<file path="src/rtl/serial_add_ctrl.sv">
// ============================================================================
// serial_add_ctrl : bit-serial adder, one full-adder bit per clock, LSB first.
// Optional SERIAL_ADD_SUB_EN adds a 'sub' port for a - b (cout=1: no borrow).
// Revision: 1.0
// ============================================================================
`default_nettype none

module serial_add_ctrl #(
  parameter int WIDTH = 8
) (
  input  logic             clk,
  input  logic             rst_n,
  input  logic             start,
  input  logic [WIDTH-1:0] a,
  input  logic [WIDTH-1:0] b,
  input  logic             cin,
`ifdef SERIAL_ADD_SUB_EN
  input  logic             sub,
`endif
  output logic             busy,
  output logic             done,
  output logic [WIDTH-1:0] sum,
  output logic             cout
);

  localparam int CNT_W = $clog2(WIDTH + 1);

  typedef enum logic [1:0] {
    S_IDLE = 2'd0,
    S_RUN  = 2'd1,
    S_DONE = 2'd2
  } state_t;

  state_t           r_state;
  state_t           w_next;
  logic [WIDTH-1:0] r_a_sh;
  logic [WIDTH-1:0] r_b_sh;
  logic [WIDTH-1:0] r_res_sh;
  logic             r_carry;
  logic [CNT_W-1:0] r_cnt;
  logic [WIDTH-1:0] r_sum;
  logic             r_cout;

  logic             w_accept;
  logic             w_last;
  logic             w_fa_sum;
  logic             w_fa_cout;
  logic [WIDTH-1:0] w_b_load;
  logic             w_c_load;
  logic [WIDTH-1:0] w_res_next;

  assign w_accept = start && ((r_state == S_IDLE) || (r_state == S_DONE));
  assign w_last   = (r_cnt == CNT_W'(WIDTH - 1));

`ifdef SERIAL_ADD_SUB_EN
  // Subtraction is a + ~b + 1, so the incoming carry is forced high.
  assign w_b_load = sub ? ~b : b;
  assign w_c_load = sub ? 1'b1 : cin;
`else
  assign w_b_load = b;
  assign w_c_load = cin;
`endif

  // The shared 1-bit full-adder cell
  assign w_fa_sum   = r_a_sh[0] ^ r_b_sh[0] ^ r_carry;
  assign w_fa_cout  = (r_a_sh[0] & r_b_sh[0]) | (r_carry & (r_a_sh[0] ^ r_b_sh[0]));
  assign w_res_next = {w_fa_sum, r_res_sh[WIDTH-1:1]};

  always_ff @(posedge clk or negedge rst_n) begin
    if (!rst_n) begin
      r_state <= S_IDLE;
    end else begin
      r_state <= w_next;
    end
  end

  always_comb begin
    w_next = r_state;
    case (r_state)
      S_IDLE:  if (start) w_next = S_RUN;
      S_RUN:   if (w_last) w_next = S_DONE;
      S_DONE:  w_next = start ? S_RUN : S_IDLE;
      default: w_next = S_IDLE;
    endcase
  end

  always_ff @(posedge clk or negedge rst_n) begin
    if (!rst_n) begin
      r_a_sh   <= '0;
      r_b_sh   <= '0;
      r_res_sh <= '0;
      r_carry  <= 1'b0;
      r_cnt    <= '0;
      r_sum    <= '0;
      r_cout   <= 1'b0;
    end else if (w_accept) begin
      r_a_sh  <= a;
      r_b_sh  <= w_b_load;
      r_carry <= w_c_load;
      r_cnt   <= '0;
    end else if (r_state == S_RUN) begin
      r_a_sh   <= r_a_sh >> 1;
      r_b_sh   <= r_b_sh >> 1;
      r_carry  <= w_fa_cout;
      r_res_sh <= w_res_next;
      r_cnt    <= r_cnt + CNT_W'(1);
      // Results are published only on the final bit, never partially.
      if (w_last) begin
        r_sum  <= w_res_next;
        r_cout <= w_fa_cout;
      end
    end
  end

  assign busy = (r_state == S_RUN);
  assign done = (r_state == S_DONE);
  assign sum  = r_sum;
  assign cout = r_cout;

endmodule

`default_nettype wire

</file>
<file path="config.mk">
export PLATFORM = sky130hd
export DESIGN_NAME = serial_add_ctrl
export DESIGN_NICKNAME = d
export VERILOG_FILES = /design/src/rtl/serial_add_ctrl.sv
export SDC_FILE = /design/constraint.sdc
export NUM_CORES = 1
export LEC_CHECK = 0
export CAP_MARGIN = 25
export CORE_UTILIZATION = 50
export CTS_CLUSTER_SIZE = 28
export DETAILED_ROUTE_END_ITERATION = 10
export HOLD_SLACK_MARGIN = 0.15
export MAX_ROUTING_LAYER = met4
export PLACE_DENSITY = 0.79
export REMOVE_ABC_BUFFERS = 1
export SYNTH_ARGS = -nofsm -noshare
export SYNTH_HDL_FRONTEND = slang
export SYNTH_SLANG_ARGS = --single-unit
</file>
<file path="constraint.sdc">
create_clock -name clk -period 2.25 [get_ports clk]
set_clock_uncertainty 0.2 [all_clocks]
set_input_delay 0.45 -clock clk [delete_from_list [all_inputs] [get_ports clk]]
set_output_delay 0.45 -clock clk [all_outputs]
set_load 0.01 [all_outputs]
</file>
Yosys cells after proc, flatten, opt, wreduce, memory -nomap -nowiden
Index checks and enable logic that the tools add are counted.
{"block": "word_totals", "ff_bits": 40, "latchBits": 0, "ram_bits": 0, "rom_bits": 0, "inputBits": 20, "output_inout_bits": 11, "n_memories": 0}
{"block": "classes", "n_addsub": 1, "multipliers": 0, "n_div": 0, "magnitude_cmp": 0, "eq_ne": 5, "n_shift": 0, "muxes": 12, "bitwise_logic": 6, "reduce_logical": 7}
{"op": "8-bit 2-to-1 mux", "n": 4}
{"op": "4-bit 2-to-1 mux", "n": 2}
{"op": "2-bit one-hot mux with 3 select lines", "n": 1}
{"op": "4-bit by 1-bit adder with 4-bit output, second input constant", "n": 1}
{"op": "4-bit by 3-bit == test with 1-bit output, second input constant", "n": 1}
{"op": "2-bit 2-to-1 mux", "n": 2}
{"op": "2-bit AND reduction", "n": 2}
{"op": "1-bit 2-to-1 mux", "n": 3}
{"op": "3-bit AND reduction", "n": 1}
{"op": "1-bit bitwise AND", "n": 2}
{"op": "2-bit by 1-bit == test with 1-bit output, second input constant", "n": 1}
{"op": "2-bit == test, second input constant", "n": 1}
{"op": "2-bit logical NOT", "n": 1}
{"op": "2-bit by 1-bit inequality test with 1-bit output, second input constant", "n": 1}
{"op": "2-bit inequality test, second input constant", "n": 1}
{"op": "2-bit nonzero test", "n": 1}
{"op": "1-bit XOR", "n": 2}
{"op": "1-bit logical AND", "n": 1}
{"op": "1-bit logical OR", "n": 1}
{"op": "1-bit inverter", "n": 1}
{"op": "1-bit bitwise OR", "n": 1}

Depth between registers and ports, before layout
{"block": "depth", "depth_word": 5, "ltp_mapped": 6, "depth_no_buf": 4}

Worst setup path after synthesis
Ideal clock, no wire load.
{"block": "synth_timing", "kind": "register to register", "from": "reg r_state[1]", "to": "reg r_cout, in the netlist cout", "setup_time_ns": 0.125, "t_arrival_ns": 1.337, "t_required_ns": 1.925, "path_slack_ns": 0.589, "path_stages_with_launch": 5, "synth_period_minus_slack_ns": 1.661, "cell_sequence": "dfrtp_1 -> nand2b_1 -> buf_6 -> nor3_4 -> mux2_2"}
{"block": "synth_between", "elab_chain_len": 5}
{"item": "start, declared", "line": "34", "text": "state_t r_state;"}
{"item": "start signal, assigned", "line": "73", "text": "r_state <= w_next;"}
{"item": "2-bit == test / 2-bit logical NOT (equally long branches)", "line": "52", "text": "assign w_accept = start && ((r_state == S_IDLE) || (r_state == S_DONE));"}
{"item": "1-bit logical OR", "line": "52"}
{"item": "1-bit logical AND", "line": "52"}
{"item": "1-bit inverter (no line)"}
{"item": "3-bit AND reduction (no line) (*)"}
{"item": "end signal, assigned", "line": "110", "text": "r_cout <= w_fa_cout;"}
{"item": "end, declared", "line": "42", "text": "logic r_cout;"}
Every way passes the cells marked *; elsewhere a longest branch is shown, timed or not.
A chain may end at the register's enable or synchronous reset.

Worst setup path after layout
{"block": "layout_timing", "from": "reg r_state[0]", "to": "out done"}
{"block": "layout_between", "elab_chain_len": 1}
{"item": "2-bit == test", "line": "116", "text": "assign done = (r_state == S_DONE);"}
{"item": "end, declared", "line": "21", "text": "output logic done,"}
Every way passes these cells.

==> impl_metrics.toml <==
[run_status]
status = "completed"

[finish]
diodes = 0
synthToLayoutAreaGrowth_pct = 26.3
fin_util = 0.671
nNetsFinal = 216
drive_gt1_frac = 0.128

[synth]
yosysSeqAreaShare = 0.597
syn-cell-area_mm2 = 0.00163
synth_cell_types = 25
syn_inst = 160
synth_top_area_share = 0.597
async_flop_share = 1.00
synth_seq_cells = 39
yosysWarningCount = 0
synth.avg_cell_area_um2 = 10.2
synthTopCellsByArea = "dfrtp_1 (60%), nand2_1 (12%), mux2_2 (6.2%)"
synth-edff-count = 0
yosysTopAreaCell = "dfrtp_1"
synth_commonest_cells = "nand2_1 (52), dfrtp_1 (39), nor2_1 (15)"
ys.flop_type = "dfrtp_1"
synth_most_common_cell = "nand2_1"

[setup_path]
crit_path_end_kind = "output port"
slowest_stage = "clkdlybuf4s50_1"
path_delay_family = "buffers and inverters"
critPathMaxStageDelay_ns = 0.52
crit_chain = "and2b_1 -> clkdlybuf4s50_1"
arrival_ns = 1.53
cp-start-kind = "register"
cp_max_fo = 5
crit_type = "register to output port"
crit_buf_inv = 1
cp.required_ns = 1.60

[drt]
wire_per_inst_um = 12.5
viasPerCell = 5.26
dr.first_iter.drc_count = 42
detail-route-antenna-nets = 0
totalWireLength_um = 2980
first_pass_iters = 4
dr_total_vias = 1256
drc = 0

[place]
numPortBuffers = 30
globalplace.congestion = 0.723
dp_hpwl_um = 2070

[timing]
layout_min_cycle_time_ns = 2.18
hold_violations = 0
maxSlewViolCount = 0
setup_tns_ns = 0
clock.fmax_mhz = 458
rsz0062_at_grt = "no"
tightestPinTransition_ns = 0.839
slew_headroom = 0.441
setup_violations = 0
post-route-period-util = 0.970

[die]
io_pins = 31
core_mm2 = 0.00308
dieArea_mm2 = 0.00350
initial_core_util = 0.531
die_w_um = 59.2
die_h_um = 59.2
num_rows = 20

[cts]
clock_latency_ns = 0.34
htreeDepth = 2
cts_tree = "built"
clk_pin_slew_ns = 0.11
cts_buffer_depth = 2
clock-sinks = 39
cts_root_buffer = "clkbuf_4"
cts-buffers-inserted = 5

[global_route]
grt_pass1_vias = 1225
overflow = 0
grt_start_max_net_pins = 40
antenna_found_initial = 0
grt_pass1_wl_um = 5200
grt_util_all_layers = 0.208

[job]
cap_violations = 0

[hold_path]
hp-class = "register to register"

[pwr]
ir_worst_vdd_mv = 0.610
power.density_mw_per_mm2 = 1320
power_leakage_nw = 0.950
[tightest hold or removal path, stage by stage (launching register included)]
cell and delay [ns]:
dfrtp_1 0.36, nand2_1 0.06, nand2_1 0.06
[stage by stage]
step                      instance area [um^2]  power [mW]  cells  worst slack, ns  hold slack [ns]
after CTS                                 2060        2.75    239           0.0392            0.308
final                                     2060        2.73    239           0.0673            0.309
after global placement                    1980        2.27    230            0.382            0.263
after detailed placement                  1980        2.34    230            0.339            0.282
after floorplan                           1590        1.86    151            0.251          -0.0456
after global routing                      2060        2.95    239          0.00881            0.338
[timing repair]
item / 4_1_cts / 5_1_grt
resized for setup: 1 / 0
endpoints found under the hold margin: 39 / 0
buffers inserted: 0 / 0
setup endpoints to repair: 1 / 0
hold buffers: 1 / 0
[final cells by class]
cell class / count / area [um^2]
timing repair buffer: 36 / 343
fill: 261 / 1010
clock buffer: 8 / 68.8
multi-input combinational: 111 / 618
sequential: 39 / 976
tap: 44 / 55.1
inverter: 1 / 3.75
[flip-flops by register name (all words and copies together), names as in the netlist]
register	flops
r_carry	1
cout	1
r_cnt	4
sum	8
r_b_sh	8
r_res_sh	7
r_state	2
r_a_sh	8
[cell usage in the layout, fill, tap and decap left out, types with 2 or more instances in the layout]
cell type	synthesis	layout
nand3_1	3	3
clkdlybuf4s50_1	0	29
buf_4	0	5
o21ai_0	2	2
and2b_1	2	2
mux2_2	9	9
a22o_1	2	2
nand2_1	52	52
nor2_1	15	15
a31oi_1	12	12
dfrtp_1	39	39
clkbuf_8	0	2
a22oi_1	2	2
clkbuf_4	0	5
[worst paths after layout]
path	startpoint	endpoint	slack [ns]	cells past startpoint
setup / recovery	r_state[0]$_DFFE_PN0P_	done	0.07	2
hold / removal	r_res_sh[1]$_DFFE_PN0P_	r_res_sh[1]$_DFFE_PN0P_	0.31	2
setup reg to reg	r_state[1]$_DFFE_PN0P_	sum[4]$_DFFE_PN0P_	0.40	4
hold reg to reg	r_res_sh[1]$_DFFE_PN0P_	r_res_sh[1]$_DFFE_PN0P_	0.31	2
max in group asynchronous	rst_n	r_res_sh[1]$_DFFE_PN0P_	0.77	2
min in group asynchronous	rst_n	r_cnt[2]$_DFFE_PN0P_	0.55	2
[routing by layer]
layer,global-route usage,up-vias,part of all wire,routed length (um)
met4,0.0646,0,0.013,38
met1,0.236,600,0.45,1330
met5,-,-,0,0
met3,0.0590,6,0.060,178
met2,0.357,45,0.48,1430
li1,-,605,-,-
[power by group]
group          switching (mW)  internal, mW
registers               0.207          1.02
clock network           0.217         0.184
logic                   0.549         0.548
[logic make-up after synthesis]
kind of cell | share of synthesized area
and+or+nand+nor | 0.201
DFF | 0.597
AOI/OAI and AO/OA | 0.0789
buffers and inverters | 0.0291
muxes | 0.0681
adders and majority gates | 0.0199
xor gates and xnor gates | 0.00536
(Power assumes the default switching activity.)
